### config.mk
export PLATFORM = sky130hd
export DESIGN_NAME = snake_body_ctrl_flat
export DESIGN_NICKNAME = d
export VERILOG_FILES = /design/src/rtl/snake_if.sv /design/src/rtl/snake_body_ctrl.sv /design/src/flat_wrapper.sv
export SDC_FILE = /design/constraint.sdc
export NUM_CORES = 1
export LEC_CHECK = 0
export BUFFER_PORTS_ARGS = -buffer_cell sky130_fd_sc_hd__buf_4
export CORE_MARGIN = 5
export CORE_UTILIZATION = 50
export DETAILED_ROUTE_END_ITERATION = 12
export MAX_ROUTING_LAYER = met4
export PLACE_DENSITY = 0.7
export REMOVE_ABC_BUFFERS = 1
export SYNTH_ARGS = -nofsm -noshare
export SYNTH_HDL_FRONTEND = slang
export SYNTH_SLANG_ARGS = --single-unit
export TNS_END_PERCENT = 5
### constraint.sdc
create_clock -name frame_clk -period 15.4 [get_ports frame_clk]
set_input_delay 0.77 -clock frame_clk [delete_from_list [all_inputs] [get_ports frame_clk]]
set_output_delay 0.77 -clock frame_clk [all_outputs]
set_load 0.02 [all_outputs]
### src/rtl/snake_if.sv
// Snake controller display/keyboard bundle: keycode and segment address in, segment/food/status out.
// Plain wires with no handshake; the segment read is combinational, everything else comes from registers.
interface snake_if #(
    parameter int MAX_LEN = 16
) ();
    localparam int IW = $clog2(MAX_LEN);

    logic [7:0]    keycode;
    logic [IW-1:0] seg_idx;
    logic [9:0]    seg_x;
    logic [9:0]    seg_y;
    logic          seg_valid;
    logic [IW:0]   length;
    logic [9:0]    FoodX;
    logic [9:0]    FoodY;
    logic [7:0]    score;
    logic          game_over;

    modport master (
        output keycode, seg_idx,
        input  seg_x, seg_y, seg_valid, length, FoodX, FoodY, score, game_over
    );

    modport slave (
        input  keycode, seg_idx,
        output seg_x, seg_y, seg_valid, length, FoodX, FoodY, score, game_over
    );
endinterface

### src/rtl/snake_body_ctrl.sv
// Grid snake: steering, wall/self collision, growth on food, LFSR food relocation; one move per STEP_DIV frames.
// Segment read is combinational; all other outputs are registered and update one frame after their cause.
module snake_body_ctrl #(
    parameter int MAX_LEN  = 16,
    parameter int INIT_LEN = 2,
    parameter int CELL     = 16,
    parameter int GRID_W   = 40,
    parameter int GRID_H   = 30,
    parameter int STEP_DIV = 8
) (
    input  logic     frame_clk,
    input  logic     Reset,
    snake_if.slave   bus
);
    localparam int XW = $clog2(GRID_W);
    localparam int YW = $clog2(GRID_H);
    localparam int IW = $clog2(MAX_LEN);
    localparam int LW = IW + 1;
    localparam int CS = $clog2(CELL);
    localparam int SW = (STEP_DIV > 1) ? $clog2(STEP_DIV) : 1;
    localparam logic [SW-1:0] STEP_LAST = SW'(STEP_DIV - 1);
    localparam logic [7:0]    KEY_ENTER = 8'h28;

    typedef enum logic [1:0] {S_IDLE, S_RUN, S_PLACE, S_OVER} state_t;
    typedef enum logic [1:0] {D_RIGHT, D_LEFT, D_UP, D_DOWN} dir_t;

    function automatic dir_t opposite(input dir_t d);
        case (d)
            D_RIGHT: return D_LEFT;
            D_LEFT:  return D_RIGHT;
            D_UP:    return D_DOWN;
            default: return D_UP;
        endcase
    endfunction

    state_t        state_q;
    dir_t          dir_q, pend_dir_q;
    logic [XW-1:0] seg_x_q [MAX_LEN];
    logic [YW-1:0] seg_y_q [MAX_LEN];
    logic [LW-1:0] len_q;
    logic [XW-1:0] food_x_q;
    logic [YW-1:0] food_y_q;
    logic [7:0]    score_q;
    logic          game_over_q;
    logic [SW-1:0] step_q;
    logic [15:0]   lfsr_q;

    logic [15:0]   lfsr_d;
    logic          key_vld, steer_ok, move, do_init;
    dir_t          key_dir, ref_dir;
    logic [XW-1:0] nx_x, cand_x;
    logic [YW-1:0] nx_y, cand_y;
    logic          off_grid, eat, self_hit, cand_hit;

    assign lfsr_d = {lfsr_q[14:0], lfsr_q[15] ^ lfsr_q[13] ^ lfsr_q[12] ^ lfsr_q[10]};
    assign cand_x = XW'(32'(lfsr_q[15:8]) % GRID_W);
    assign cand_y = YW'(32'(lfsr_q[7:0]) % GRID_H);
    assign move   = ((state_q == S_RUN) || (state_q == S_PLACE)) && (step_q == STEP_LAST);
    assign do_init = Reset || ((state_q == S_OVER) && (bus.keycode == KEY_ENTER));

    // On a move frame dir is about to become pend_dir, so a key is judged against that.
    assign ref_dir  = move ? pend_dir_q : dir_q;
    assign steer_ok = key_vld && (key_dir != opposite(ref_dir));

    always_comb begin
        key_vld = 1'b1;
        key_dir = D_RIGHT;
        case (bus.keycode)
            8'h04:   key_dir = D_LEFT;
            8'h07:   key_dir = D_RIGHT;
            8'h16:   key_dir = D_DOWN;
            8'h1A:   key_dir = D_UP;
            default: key_vld = 1'b0;
        endcase
    end

    always_comb begin
        nx_x     = seg_x_q[0];
        nx_y     = seg_y_q[0];
        off_grid = 1'b0;
        case (pend_dir_q)
            D_RIGHT: if (seg_x_q[0] == XW'(GRID_W - 1)) off_grid = 1'b1; else nx_x = seg_x_q[0] + 1'b1;
            D_LEFT:  if (seg_x_q[0] == '0)              off_grid = 1'b1; else nx_x = seg_x_q[0] - 1'b1;
            D_UP:    if (seg_y_q[0] == '0)              off_grid = 1'b1; else nx_y = seg_y_q[0] - 1'b1;
            default: if (seg_y_q[0] == YW'(GRID_H - 1)) off_grid = 1'b1; else nx_y = seg_y_q[0] + 1'b1;
        endcase
        // Food is stale while a new spot is being searched, so eating only counts in RUN.
        eat      = (state_q == S_RUN) && (nx_x == food_x_q) && (nx_y == food_y_q);
        self_hit = 1'b0;
        cand_hit = 1'b0;
        for (int i = 0; i < MAX_LEN; i++) begin
            if ((eat ? (LW'(i) < len_q) : (LW'(i + 1) < len_q)) &&
                (seg_x_q[i] == nx_x) && (seg_y_q[i] == nx_y))
                self_hit = 1'b1;
            if ((LW'(i) < len_q) && (seg_x_q[i] == cand_x) && (seg_y_q[i] == cand_y))
                cand_hit = 1'b1;
        end
    end

    always_ff @(posedge frame_clk) begin
        if (do_init) begin
            state_q     <= S_IDLE;
            dir_q       <= D_RIGHT;
            pend_dir_q  <= D_RIGHT;
            len_q       <= LW'(INIT_LEN);
            food_x_q    <= XW'(3 * GRID_W / 4);
            food_y_q    <= YW'(GRID_H / 2);
            game_over_q <= 1'b0;
            step_q      <= '0;
            for (int i = 0; i < MAX_LEN; i++) begin
                seg_x_q[i] <= (i < INIT_LEN) ? XW'(GRID_W / 2 - i) : '0;
                seg_y_q[i] <= (i < INIT_LEN) ? YW'(GRID_H / 2) : '0;
            end
            // Restart keeps the score and the random sequence; only a real reset clears them.
            if (Reset) begin
                lfsr_q  <= 16'hACE1;
                score_q <= '0;
            end else begin
                lfsr_q  <= lfsr_d;
            end
        end else begin
            lfsr_q <= lfsr_d;
            case (state_q)
                S_IDLE: begin
                    if (steer_ok) begin
                        pend_dir_q <= key_dir;
                        state_q    <= S_RUN;
                        step_q     <= '0;
                    end
                end
                S_RUN, S_PLACE: begin
                    if (steer_ok) pend_dir_q <= key_dir;
                    if ((state_q == S_PLACE) && !cand_hit) begin
                        food_x_q <= cand_x;
                        food_y_q <= cand_y;
                        state_q  <= S_RUN;
                    end
                    if (move) begin
                        step_q <= '0;
                        dir_q  <= pend_dir_q;
                        if (off_grid || self_hit) begin
                            state_q     <= S_OVER;
                            game_over_q <= 1'b1;
                        end else begin
                            for (int i = 1; i < MAX_LEN; i++) begin
                                seg_x_q[i] <= seg_x_q[i - 1];
                                seg_y_q[i] <= seg_y_q[i - 1];
                            end
                            seg_x_q[0] <= nx_x;
                            seg_y_q[0] <= nx_y;
                            if (eat) begin
                                if (len_q != LW'(MAX_LEN)) len_q <= len_q + 1'b1;
                                if (score_q != 8'hFF) score_q <= score_q + 8'd1;
                                state_q <= S_PLACE;
                            end
                        end
                    end else begin
                        step_q <= step_q + 1'b1;
                    end
                end
                default: ;
            endcase
        end
    end

    assign bus.seg_x     = 10'(seg_x_q[bus.seg_idx]) << CS;
    assign bus.seg_y     = 10'(seg_y_q[bus.seg_idx]) << CS;
    assign bus.seg_valid = (LW'(bus.seg_idx) < len_q);
    assign bus.length    = len_q;
    assign bus.FoodX     = 10'(food_x_q) << CS;
    assign bus.FoodY     = 10'(food_y_q) << CS;
    assign bus.score     = score_q;
    assign bus.game_over = game_over_q;
endmodule

### src/flat_wrapper.sv
// flat-port wrapper written by rule: the top's interface ports become plain ports
module snake_body_ctrl_flat 
#(
    parameter int MAX_LEN  = 16,
    parameter int INIT_LEN = 2,
    parameter int CELL     = 16,
    parameter int GRID_W   = 40,
    parameter int GRID_H   = 30,
    parameter int STEP_DIV = 8
)
  (frame_clk, Reset, bus_keycode, bus_seg_idx, bus_seg_x, bus_seg_y, bus_seg_valid, bus_length, bus_FoodX, bus_FoodY, bus_score, bus_game_over);
  snake_if #(.MAX_LEN(MAX_LEN)) bus_i ();
  input  logic frame_clk;
  input  logic Reset;
  input wire logic [$bits(bus_i.keycode)-1:0] bus_keycode;
  input wire logic [$bits(bus_i.seg_idx)-1:0] bus_seg_idx;
  output wire logic [$bits(bus_i.seg_x)-1:0] bus_seg_x;
  output wire logic [$bits(bus_i.seg_y)-1:0] bus_seg_y;
  output wire logic [$bits(bus_i.seg_valid)-1:0] bus_seg_valid;
  output wire logic [$bits(bus_i.length)-1:0] bus_length;
  output wire logic [$bits(bus_i.FoodX)-1:0] bus_FoodX;
  output wire logic [$bits(bus_i.FoodY)-1:0] bus_FoodY;
  output wire logic [$bits(bus_i.score)-1:0] bus_score;
  output wire logic [$bits(bus_i.game_over)-1:0] bus_game_over;
  assign bus_i.keycode = bus_keycode;
  assign bus_i.seg_idx = bus_seg_idx;
  assign bus_seg_x = bus_i.seg_x;
  assign bus_seg_y = bus_i.seg_y;
  assign bus_seg_valid = bus_i.seg_valid;
  assign bus_length = bus_i.length;
  assign bus_FoodX = bus_i.FoodX;
  assign bus_FoodY = bus_i.FoodY;
  assign bus_score = bus_i.score;
  assign bus_game_over = bus_i.game_over;
  snake_body_ctrl #(.MAX_LEN(MAX_LEN), .INIT_LEN(INIT_LEN), .CELL(CELL), .GRID_W(GRID_W), .GRID_H(GRID_H), .STEP_DIV(STEP_DIV)) u_core (.frame_clk(frame_clk), .Reset(Reset), .bus(bus_i));
endmodule
==> results.sh <==
export IMPL_run_status="finished clean"
export IMPL_synth_top_area_cell="edfxtp_1"
export IMPL_powerDensity_mw_per_mm2=85.27
export IMPL_holdCritPathClass="flip-flop to flip-flop"
export IMPL_dieArea_mm2=0.03977
export IMPL_finalCriticalPeriod_ns=7.066
export IMPL_clkPwrFrac=0.414
export IMPL_tns_ns=0
export IMPL_critPathBufInv=2
export IMPL_yosys_warnings=0
export IMPL_grt_pass1_vias=14644
export IMPL_setup_viol=0
export IMPL_crit_type="flip-flop to flip-flop"
export IMPL_async_flop_share=0
export IMPL_fin_crit_sh=0.4588
export IMPL_rows=69
export IMPL_crit_family="simple AND/OR/NAND/NOR gates"
export IMPL_postCtsSetupBuffers=0
export IMPL_synth_cell_type_count=123
export IMPL_min_path_cells=2
export IMPL_grt_pass1_wl_um=97170
export IMPL_first_pass_iters=6
export IMPL_synth_compound_area_share=0.1412
export IMPL_synth_fa_ha_area_frac=0.01465
export IMPL_ios=69
export IMPL_cts_tree="yes"
export IMPL_muxShareOfSynthArea=0.08927
export IMPL_overflow=0
export IMPL_antenna_left=0
export IMPL_synth_top_area_frac=0.1975
export IMPL_final_nets=1943
export IMPL_synth_area_per_cell_um2=9.154
export IMPL_drc=0
export IMPL_antenna_cells=0
export IMPL_slew_viol_final=0
export IMPL_slew_headroom=0.2716
export IMPL_p_sw_uw=484.0
export IMPL_core_area_mm2=0.03548
export IMPL_rsz0062_at_grt="no"
export IMPL_die_y_um=199.4
export IMPL_cts_hold_buffers=0
export IMPL_die_w_um=199.4
export IMPL_dp_cells=2340
export IMPL_synth_edf_count=118
export IMPL_antenna_found_initial=0
export IMPL_clock_sinks=226
export IMPL_ir_drop_mv=0.1051
export IMPL_switching_share=0.2957
export IMPL_worstPathCellList="inv_1, ha_1, or4b_4, a22oi_2, xor2_2, o221ai_1, or4_1, nor4_1, a2111oi_0, o221ai_1, nor3_2, nand4_4, nand2_4, buf_4"
export IMPL_hpwl_um=47030
export IMPL_power_frac_comb=0.174
export IMPL_vias=15833
export IMPL_avgRoutedWirePerCell_um=27.15
export IMPL_synth_seq_area_share=0.3180
export IMPL_max_cap_violations=0
export IMPL_root_buffer="clkbuf_16"
export IMPL_crit_fanout=71
export IMPL_cp_start_kind="flip-flop"
export IMPL_synthCells=1960
export IMPL_cts_repair_resized=0
export IMPL_crit_top_cell="o221ai_1"
export IMPL_synth_area_mm2=0.01794
export IMPL_p_leak_uw=0.006696
export IMPL_route_final_wire_length_um=64850
export IMPL_cpPeakStageDelay_ns=0.87
export IMPL_cts_buffers=27
export IMPL_ys_flop_type="edfxtp_1"
export IMPL_start_util=0.5056
export IMPL_worst_ep_arrival_time_ns=7.24
export IMPL_numPortBuffers=50
export IMPL_clk_pin_slew_worst_paths_ns=0.06
export IMPL_synth_top_family_by_area="simple AND/OR/NAND/NOR gates"
export IMPL_yosys_area_share_xor_xnor=0.1583
export IMPL_power_frac_seq=0.412
export IMPL_finalHoldViolations=0
export IMPL_grtUsageTotal=0.3320
export IMPL_r2r_cells=14
export IMPL_place_congestion=0.9966
export IMPL_htree_num_levels=1
export IMPL_fill_cells=3247
export IMPL_synth_seq_cells=226
export IMPL_multiInputGateArea_mm2=0.01128
export IMPL_first_iter_violations=2047
export IMPL_final_cells=2389
export IMPL_area_growth_pct=6.988
export IMPL_end_kind="flip-flop"
export IMPL_cp_depth=14
export IMPL_drive_gt1_frac=0.1312
export IMPL_grt_max_degree=81
export IMPL_synthTopCellsByArea="edfxtp_1 (20%), dfxtp_1 (12%), xnor2_1 (8.6%)"
export IMPL_viasPerCell=6.627
export IMPL_slowest_stage="buf_4"
export IMPL_worstSkewPairLatency_ns=0.57
export IMPL_cts_path_max_buffers=3
export IMPL_max_freq_ghz=0.1415
export IMPL_p_int_uw=1153
export IMPL_fin_worst_skew_ns=0.02907
export IMPL_tightest_slew_ns=1.091
export IMPL_register_area_mm2=0.005705
export IMPL_synth_simple_area_share=0.2203
export IMPL_required_ns=15.57
placed cells by master (no fill, tap or decap), types with 38 or more instances in the layout:
master and n:
nand3_1 49, nor3_1 61, xor2_1 128, edfxtp_1 118, and2_1 89, inv_1 38
buf_4 73, o21ai_0 55, dfxtp_1 108, nand2_1 223, a21oi_1 117, nor2_1 89
nand4_1 41, nor4_1 39, mux4_2 55, xnor2_1 177
registers in the layout, summed over array words and instances (netlist names), 2 cells and up:
signal             count
u_core.lfsr_q         16
u_core.state_q         2
u_core.step_q          3
u_core.food_y_q        5
u_core.pend_dir_q      2
u_core.seg_x_q        96
u_core.food_x_q        6
u_core.bus.score       8
u_core.bus.length      5
u_core.seg_y_q        80
u_core.dir_q           2
cells in the mapped netlist (7+ instances only):
library cell and n:
buf_4 36, inv_1 38, edfxtp_1 118, ha_1 21, a211oi_1 7, nand2b_1 11
and3_1 12, o211ai_1 9, buf_1 11, a31oi_1 20, nand3_1 49, a311oi_1 8
buf_2 53, a21oi_1 117, and2_1 89, xnor2_1 177, nor4_1 39, o21ai_0 55
a21o_1 7, dfxtp_1 108, nand2_1 224, nor2_1 89, clkbuf_1 65, nand4_1 41
or3_1 25, nor3_1 61, o2111ai_1 9, nor2b_1 20, a211o_1 9, or2_2 12
o21a_1 7, a221oi_1 7, xor2_1 128, mux4_2 55, mux2i_1 25
worst register-to-register path, cell delays in order (launching register included):
cell and delay [ns]:
edfxtp_1 0.75, inv_1 0.28, ha_1 0.31, or4b_4 0.52, a22oi_2 0.62, xor2_2 0.20, o221ai_1 0.29, or4_1 0.17
nor4_1 0.07, a2111oi_0 0.62, o221ai_1 0.25, nor3_2 0.34, nand4_4 0.58, nand2_4 0.75, buf_4 0.88
layout make-up:
cell class	count	share of cell area
clock buffers	33	0.03963
clock inverters	16	0.008604
inverters	41	0.008018
multi-input cells	1539	0.5879
flip-flops and latches	226	0.2972
well taps	461	0.03005
repair buffers	73	0.02855
power by group through the flow:
stage	logic [µW]	clock network, µW	registers [µW]
after global placement	277	0	684
after floorplan	180	0	684
after CTS	281	684	672
final	286	678	673
after detailed placement	279	0	685
after global routing	303	710	675
metrics by stage:
| step | cell area (µm²) | worst slack, ns | power, µW | hold WS, ns | utilization |
|---|---|---|---|---|---|
| after global routing | 19190 | 8.119 | 1688 | 0.4767 | 0.5410 |
| final | 19190 | 8.334 | 1637 | 0.4518 | 0.5410 |
| after floorplan | 17120 | 7.927 | 864.5 | 0.4362 | - |
| after detailed placement | 18270 | 8.448 | 964.2 | 0.4453 | 0.5149 |
| after CTS | 19190 | 8.442 | 1637 | 0.4543 | 0.5410 |
| after global placement | 18270 | 8.463 | 961.3 | 0.4350 | 0.5149 |
per-layer routing:
metal,GRT usage,wire length (µm),vias to the layer above
met5,-,0,-
met4,0.1281,3098,0
met3,0.05159,6875,166
met2,0.4918,28530,968
met1,0.4611,26350,7740
li1,-,-,6959
cell families (layout without fill, tap and decap cells):
kind of cell / Yosys count / count (layout)
AO/OA/AOI/OAI: 359 / 359
adder cells (fa/ha/maj): 21 / 21
flip-flops: 226 / 226
other: 1 / 18
XOR/XNOR: 313 / 313
multiplexers: 88 / 88
buffers and inverters: 212 / 163
AND/OR/NAND/NOR: 740 / 740
path summary, 6_finish.rpt:
| check | startpoint | end | slack (ns) |
|---|---|---|---|
| max | u_core.seg_y_q[0][0] | u_core.seg_y_q[3][2] | 8.33 |
| min | u_core.bus.game_over | u_core.bus.game_over | 0.45 |
| max reg2reg | u_core.seg_y_q[0][0] | u_core.seg_y_q[3][2] | 8.33 |
| min reg2reg | u_core.bus.game_over | u_core.bus.game_over | 0.45 |
Note: power is estimated with default switching activity, not from simulation.
